`src/rtl/pwm_sampler_mc.sv`:
```
// Multi-channel PWM generator fed by a frame FIFO that is sampled once per sample period.
// Define PWM_SAMPLER_MC_UNDERRUN_CNT_EN to add the saturating 16-bit underrun_count output.
module pwm_sampler_mc #(
  parameter int CODE_WIDTH        = 10,
  parameter int CYCLES_PER_SAMPLE = 2500,
  parameter int NUM_CH            = 2,
  parameter int FIFO_DEPTH        = 4
) (
  input  logic                         clk,
  input  logic                         rst,
  input  logic                         in_valid,
  input  logic [NUM_CH*CODE_WIDTH-1:0] in_data,
  output logic                         in_ready,
  output logic [NUM_CH-1:0]            pwm_out,
  output logic                         sample_tick,
`ifdef PWM_SAMPLER_MC_UNDERRUN_CNT_EN
  output logic                         underrun,
  output logic [15:0]                  underrun_count
`else
  output logic                         underrun
`endif
);

  localparam int FW = NUM_CH * CODE_WIDTH;
  localparam int PW = $clog2(FIFO_DEPTH);
  localparam int SW = $clog2(CYCLES_PER_SAMPLE);
  localparam logic [SW-1:0]         SCNT_LAST = SW'(CYCLES_PER_SAMPLE - 1);
  localparam logic [SW-1:0]         SCNT_PRE  = SW'(CYCLES_PER_SAMPLE - 2);
  localparam logic [PW:0]           FULL      = (PW + 1)'(FIFO_DEPTH);
  localparam logic [CODE_WIDTH-1:0] WCNT_LAST = {CODE_WIDTH{1'b1}};

  logic [CODE_WIDTH-1:0] wcnt;
  logic [SW-1:0]         scnt;
  logic                  tick_r;
  logic                  ready_r;
  logic [PW-1:0]         wr_ptr;
  logic [PW-1:0]         rd_ptr;
  logic [PW:0]           count;
  logic [PW:0]           count_next;
  logic [FW-1:0]         mem [FIFO_DEPTH];
  logic [FW-1:0]         shadow_code;
  logic [FW-1:0]         window_code;
  logic [NUM_CH-1:0]     pwm_r;
  logic                  push;
  logic                  pop;

  assign push        = in_valid && ready_r && !rst;
  assign pop         = tick_r && (count != {(PW + 1){1'b0}});
  assign underrun    = tick_r && (count == {(PW + 1){1'b0}});
  assign in_ready    = ready_r;
  assign sample_tick = tick_r;
  assign pwm_out     = pwm_r;

  // Free-running window and sample counters; tick is registered one step ahead of scnt
  always_ff @(posedge clk) begin
    if (rst) begin
      wcnt   <= {CODE_WIDTH{1'b0}};
      scnt   <= {SW{1'b0}};
      tick_r <= 1'b0;
    end else begin
      wcnt   <= wcnt + CODE_WIDTH'(1);
      scnt   <= (scnt == SCNT_LAST) ? {SW{1'b0}} : scnt + SW'(1);
      tick_r <= (scnt == SCNT_PRE);
    end
  end

  // Occupancy after this cycle's push/pop
  always_comb begin
    count_next = count;
    case ({push, pop})
      2'b10:   count_next = count + (PW + 1)'(1);
      2'b01:   count_next = count - (PW + 1)'(1);
      default: count_next = count;
    endcase
  end

  // FIFO control; ready is registered so it never depends on in_valid or the tick
  always_ff @(posedge clk) begin
    if (rst) begin
      wr_ptr  <= {PW{1'b0}};
      rd_ptr  <= {PW{1'b0}};
      count   <= {(PW + 1){1'b0}};
      ready_r <= 1'b0;
    end else begin
      if (push) wr_ptr <= wr_ptr + PW'(1);
      if (pop)  rd_ptr <= rd_ptr + PW'(1);
      count   <= count_next;
      ready_r <= (count_next != FULL);
    end
  end

  // FIFO storage
  always_ff @(posedge clk) begin
    if (push) mem[wr_ptr] <= in_data;
  end

  // Shadow takes the popped frame; window codes only change at the window seam
  always_ff @(posedge clk) begin
    if (rst) begin
      shadow_code <= {FW{1'b0}};
      window_code <= {FW{1'b0}};
      pwm_r       <= {NUM_CH{1'b0}};
    end else begin
      if (pop) shadow_code <= mem[rd_ptr];
      if (wcnt == WCNT_LAST) window_code <= shadow_code;
      for (int i = 0; i < NUM_CH; i++) begin
        pwm_r[i] <= (wcnt < window_code[i*CODE_WIDTH +: CODE_WIDTH]);
      end
    end
  end

`ifdef PWM_SAMPLER_MC_UNDERRUN_CNT_EN
  logic [15:0] ucnt_r;

  // Saturating underrun event counter
  always_ff @(posedge clk) begin
    if (rst) begin
      ucnt_r <= 16'h0000;
    end else if (underrun && (ucnt_r != 16'hFFFF)) begin
      ucnt_r <= ucnt_r + 16'h0001;
    end
  end

  assign underrun_count = ucnt_r;
`endif

endmodule

```
`config.mk`:
```
export PLATFORM = sky130hd
export DESIGN_NAME = pwm_sampler_mc
export DESIGN_NICKNAME = d
export VERILOG_FILES = /design/src/rtl/pwm_sampler_mc.sv
export SDC_FILE = /design/constraint.sdc
export NUM_CORES = 1
export LEC_CHECK = 0
export CORE_MARGIN = 2
export CORE_UTILIZATION = 35
export CTS_CLUSTER_SIZE = 10
export DETAILED_ROUTE_END_ITERATION = 6
export GPL_ROUTABILITY_DRIVEN = 1
export HOLD_SLACK_MARGIN = 0.05
export PLACE_DENSITY = 0.5
export SYNTH_ARGS = -nofsm -noshare
export SYNTH_HDL_FRONTEND = slang
export SYNTH_SLANG_ARGS = --single-unit
```
`constraint.sdc`:
```
create_clock -name clk -period 2.2 [get_ports clk]
set_clock_uncertainty 0.1 [all_clocks]
set_input_delay 0.44 -clock clk [delete_from_list [all_inputs] [get_ports clk]]
set_output_delay 0.44 -clock clk [all_outputs]
set_load 0.02 [all_outputs]
```
==> run metrics, run 1 <==
run status=finished, final reports clean; cell row count=48; Synth Net Count=between 500 and 600; drt drc=0; total gr overflow=0; Max VDD drop=roughly 600 uV; largest cells by area after synthesis=edfxtp_1, dfxtp_1, mux4_2; Max FO, Critical Path=6; CTS sink cnt=153; WS Path Type=reg2reg; port buffer count=27; post-route ant nets=0; vias in the first global route=roughly 3500; most frequent cells in the layout=edfxtp_1, dfxtp_1, nand2_1; postcts setup bufs=0; most common cell after layout, fill and taps aside=edfxtp_1; Worst Reg2Reg Path Length in Cells=6; Synth Cell Area=0.00617 sq mm; first-pass GRT wire length=~18000 microns; Yosys warnings=0; Critical Path Sink Type=register; library cells used by synthesis=40; final wirelength=10700 microns; Comb pwr share=0.031; Final min period=2050 ps; Hold Path Stages=2; CTS clk-pin slew, worst paths=60 ps; GP Congestion=0.695; internal power=5.04 mW; io pins=28; synthesis-stage register bit count=153; period utilization=0.930; RR Startpoint=wcnt[3]; total track usage=0.128; routed length per placed instance=14.3 microns; Worst EP required=2470 ps; Final Total Pwr=6.32 mW; register area share after synthesis=0.626; Vias/cell=4.70; largest net degree at the start of global routing=63; worst hold slack=357 ps; first-iteration detailed-routing DRC count=185; slew margin rel.=0.563; top-area cell type share of the netlist area=0.389; H-tree Lvls=4; R2R Path End=pwm_out[0]; layout cells sized above 1=0.139; reg2reg setup slack=150 ps; post-synth top area cell=edfxtp_1; fmax=489 MHz; setup ws final=between 150 and 200 ps; Setup Viol. Count Final=0; Hold Crit Class=reg2reg; die area=0.0187 sq mm; PD cells=about 850 mW/mm^2; CP cell instances=ha_1 > a211o_1 > a21oi_1 > o21ai_1 > a2111oi_2 > buf_4; Top delay family on crit path=compound AO/OA/AOI/OAI gates; Setup WS pre-CTS=-185 ps; placed insts=about 700; core area=0.0173 sq mm; average size of a mapped cell=13.1 sq um; asr flop ratio synth=0; Critical Path AT=approximately 2300 ps; CTS hold repair buffers=0; Filler cells=1627; CP max-delay cell=dfxtp_1; TritonCTS clock tree=built; drt pass-1 iters=4; Die Y-Extent=between 100 and 150 microns; unrepaired setup endpoints after global routing=no; count of pins over their slew limit=0; Cell Count, Final, Fillers Out=750; Post-DP HPWL=just under 7000 microns; switch share=0.202; worst skew pair latency=between 400 and 500 ps; Initial Utilization=0.357; hold path endpoint=shadow_code[0]; # nets final=between 500 and 600; Mapped Cells=471; chip width=137 microns; Buf/Inv on CP=1; Hold Crit Start=shadow_code[0]; Layout area overhead=20.6%; NetSw=1.28 mW; top_reg_cell synth=edfxtp_1; Ant. Diodes=0; worst-margin pin slew=656 ps; Worst path max stage delay=500 ps; antenna violations before repair=0; # Max-Cap Violations=0; total CTS buffers=17; Setup crit start kind=register; Vias=3527; Final Hold Viols=0; clock network fraction of design power=0.485; CTS root buf=clkbuf_16; power share of the sequential group=0.484; clock tree buffer depth=2; EDFF count, synth=80; LEAKAGE=about 2.5 nW
## routing by layer
metal / wire, microns / vias up / part of all wire / GRT usage
met4: 190 / 0 / 0.018 / 0.0504
met3: 375 / 18 / 0.035 / 0.0393
met1: 5140 / 1700 / 0.48 / 0.167
met2: 5040 / 50 / 0.47 / 0.199
met5: 0 / - / 0 / 0
li1: - / 1759 / - / -
## kinds of logic (layout without fill, tap and decap cells)
group           after synthesis  after routing  share of synthesized area
buf+inv                      47            101                     0.0328
xor+xnor                     22             22                     0.0312
mux                          40             40                      0.105
simple gates                136            136                      0.106
flops                       153            153                      0.626
fa+ha+maj                    27             27                     0.0559
compound gates               46             46                     0.0428
## state kept, by name (all words and copies together) (netlist names)
register	count
count	3
in_ready	1
mem	80
pwm_out	2
rd_ptr	2
sample_tick	1
scnt	12
shadow_code	20
wcnt	10
window_code	20
wr_ptr	2
## cells in the mapped netlist, types with 7 or more instances
cell type and n:
nand2_1 48, clkbuf_1 12, inv_1 28, mux4_2 20, edfxtp_1 80, ha_1 26, nor2_1 47, xor2_1 15
mux2i_1 20, xnor2_1 7, nand3_1 8, dfxtp_1 73, a21oi_1 30
## layout make-up
type / instances / area (sq um) / area share
repair buffers: 42 / 452 / 0.0607
clock buffers: 18 / 429 / 0.0577
multi-input cells: 271 / 2120 / 0.285
well taps: 225 / 282 / 0.0378
inverters: 28 / 105 / 0.0141
clock inverters: 13 / 191 / 0.0257
flip-flops and latches: 153 / 3860 / 0.519
## stage by stage
stage,TNS (ps),area [sq um],utilization
2_1_floorplan,0,6180,-
3_3_place_gp,-277,6820,0.394
3_5_place_dp,-387,6820,0.394
4_1_cts,0,7440,0.430
5_1_grt,0,7440,0.430
6_report,0,7440,0.430
## repair_timing
action,in CTS,in global routing
resized for setup,2,1
setup endpoints to repair,2,1
pin swaps,0,0
## how the worst max path moves through the flow
stage              from    endpoint  slack, ps  cells after the start
2_1_floorplan       rst    in_ready         60                     10
3_3_place_gp   in_valid    in_ready       -140                     11
3_5_place_dp   in_valid    in_ready       -180                     11
4_1_cts         wcnt[3]  pwm_out[0]         70                      6
5_1_grt         wcnt[3]  pwm_out[1]          3                      5
6_report        wcnt[3]  pwm_out[0]        150                      6
## power by group through the flow
| stage | Clock, mW | Sequential [mW] | Combinational [mW] |
|---|---|---|---|
| global placement | 0 | 3.12 | 0.189 |
| floorplan | 0 | 3.12 | 0.0887 |
| finish | 3.07 | 3.06 | 0.193 |
| CTS | 3.14 | 3.06 | 0.194 |
| global route | 3.26 | 3.06 | 0.218 |
| detailed placement | 0 | 3.12 | 0.193 |
## worst register-to-register path, cell delays in order, from the launching register on
cell and delay (ps):
dfxtp_1 500, ha_1 300, a211o_1 250, a21oi_1 130, o21ai_1 100, a2111oi_2 440
buf_4 170
(Power assumes the default switching activity.)
==> run 2, diff against run 1 <==
--- a/config.mk
+++ b/config.mk
@@ -5,7 +5,6 @@
 export SDC_FILE = /design/constraint.sdc
 export NUM_CORES = 1
 export LEC_CHECK = 0
-export CORE_MARGIN = 2
 export CORE_UTILIZATION = 35
 export CTS_CLUSTER_SIZE = 10
 export DETAILED_ROUTE_END_ITERATION = 6
==> run metrics, run 2 (synthesized netlist as in run 1, its figures left out) <==
run status=finished, final reports clean (unchanged); switch share=0.223 (was 0.202); number of flip-flops in the largest register=80 (unchanged); Layout area overhead=20.1% (was 20.6%); H-tree Lvls=4 (unchanged); Max FO, Critical Path=2 (was 6); total track usage=0.129 (was 0.128); antenna violations before repair=0 (unchanged); power share of the sequential group=0.500 (was 0.484); period utilization=0.911 (was 0.930); unrepaired setup endpoints after global routing=no (unchanged); TritonCTS clock tree=built (unchanged); Critical Path Sink Type=register (unchanged); cell row count=48 (unchanged); LEAKAGE=2.50 nW (was 2.51 nW); Initial Utilization=0.358 (was 0.357); placed insts=720 (was 719); worst hold slack=354 ps (was 357 ps); count of pins over their slew limit=0 (unchanged); # nets final=564 (was 563); slew margin rel.=0.562 (was 0.563); worst-margin pin slew=656 ps (about the same); RR Startpoint=count[0] (was wcnt[3]); R2R Path End=in_ready (was pwm_out[0]); Final Hold Viols=0 (unchanged); chip width=135 microns (was 137 microns); # Max-Cap Violations=0 (unchanged); clock network fraction of design power=0.468 (was 0.485); post-route ant nets=0 (unchanged); core area=0.0172 sq mm (was 0.0173 sq mm); vias in the first global route=3511 (was 3515); sum of negative setup slack=0 ps (unchanged); Vias/cell=4.64 (was 4.70); routed length per placed instance=14.0 microns (was 14.3 microns); layout cells sized above 1=0.142 (was 0.139); Final min period=2000 ps (was 2050 ps); drt pass-1 iters=4 (unchanged); reg2reg setup slack=200 ps (was 150 ps); clock tree buffer depth=2 (unchanged); fmax=499 MHz (was 489 MHz); first-iteration detailed-routing DRC count=174 (was 185); Max VDD drop=547 uV (was 599 uV); port buffer count=27 (unchanged); PD cells=824 mW/mm^2 (was 850 mW/mm^2); first-pass GRT wire length=17900 microns (about the same); Cell Count, Final, Fillers Out=752 (was 750); GP Congestion=0.680 (was 0.695); die area=0.0182 sq mm (was 0.0187 sq mm); CTS sink cnt=153 (unchanged); Vias=3491 (was 3527); total gr overflow=0 (unchanged); Hold Crit Class=reg2reg (unchanged); Setup crit start kind=input port (was register); Die Y-Extent=135 microns (was 137 microns); Worst EP required=2360 ps (was 2470 ps); CTS clk-pin slew, worst paths=60 ps (about the same); end point of the critical path=in_ready (was pwm_out[0]); drt drc=0 (unchanged); largest net degree at the start of global routing=63 (unchanged); postcts setup bufs=0 (unchanged); Post-DP HPWL=6750 microns (was 6870 microns); Ant. Diodes=0 (unchanged); Setup crit start=in_valid (was wcnt[3]); total CTS buffers=17 (unchanged); Setup Viol. Count Final=0 (unchanged); CTS root buf=clkbuf_16 (unchanged); most frequent cells in the layout=edfxtp_1, dfxtp_1, nand2_1 (unchanged); WS Path Type=in2reg (was reg2reg); Comb pwr share=0.031 (about the same); Critical Path AT=2170 ps (was 2310 ps); NetSw=1.36 mW (was 1.28 mW); Top Registers=mem (80), shadow_code (20), window_code (20) (unchanged); Reg with most FFs=mem (unchanged); Worst Reg2Reg Path Length in Cells=9 (was 6); Filler cells=1596 (was 1627); most common cell after layout, fill and taps aside=edfxtp_1 (unchanged); worst skew pair latency=420 ps (about the same); internal power=4.75 mW (was 5.04 mW); final wirelength=10500 microns (was 10700 microns); io pins=28 (unchanged); Finished Core Util=0.430 (about the same)
[run 2: stage by stage]
stage	setup WS, ps	power (mW)	cell area [sq um]
2_1_floorplan	59.5	3.21	6180
3_3_place_gp	-146	3.31	6820
3_5_place_dp	-220	3.32	6820
5_1_grt	26.0	6.37	7410
4_1_cts	104	6.22	7410
6_report	196	6.11	7410
[run 2: power by group through the flow]
stage | sequential, mW | clock (mW) | combinational (mW)
2_1_floorplan | 3.12 | 0 | 0.0887
3_3_place_gp | 3.12 | 0 | 0.190
3_5_place_dp | 3.12 | 0 | 0.194
4_1_cts | 3.06 | 2.96 | 0.195
5_1_grt | 3.06 | 3.09 | 0.217
6_report | 3.06 | 2.86 | 0.191
[run 2: metal layers]
metal / share of wire / vias up / track usage
li1: - / 1775 / -
met1: 0.48 / 1667 / 0.171
met2: 0.48 / 39 / 0.204
met3: 0.022 / 10 / 0.0387
met4: 0.0096 / 0 / 0.0412
met5: 0 / - / 0
[run 2: how the worst min path moves through the flow]
| stage | start | to | slack [ps] | cells past startpoint |
|---|---|---|---|---|
| CTS | shadow_code[11] | shadow_code[11] | 360 | 2 |
| detailed placement | scnt[0] | scnt[0] | 350 | 1 |
| floorplan | scnt[0] | scnt[0] | 330 | 1 |
| global route | shadow_code[4] | shadow_code[4] | 370 | 2 |
| global placement | scnt[0] | scnt[0] | 330 | 1 |
| finish | shadow_code[0] | shadow_code[0] | 350 | 2 |
[run 2: area by class of cell]
type	count	area [sq um]	area share
Tap cell	225	282	0.0380
Clock buffer	18	429	0.0579
Timing Repair Buffer	43	459	0.0619
Clock inverter	14	159	0.0214
Sequential cell	153	3860	0.521
Inverter	28	105	0.0142
Multi-Input combinational cell	271	2110	0.285
[run 2: what timing repair did]
action / 4_1_cts / 5_1_grt
setup endpoints to repair: 1 / 2
cloned: 0 / 0
hold buffers: 0 / 0
resized for setup: 1 / 2
[run 2: critical path: stages]
cell and delay, ps:
clkdlybuf4s50_1 400, nand2_1 90, nor2_1 60, inv_1 50, ha_1 150, inv_1 60
fa_1 380, xor2_1 150, nor2_1 110, xor2_1 190, a21oi_1 100
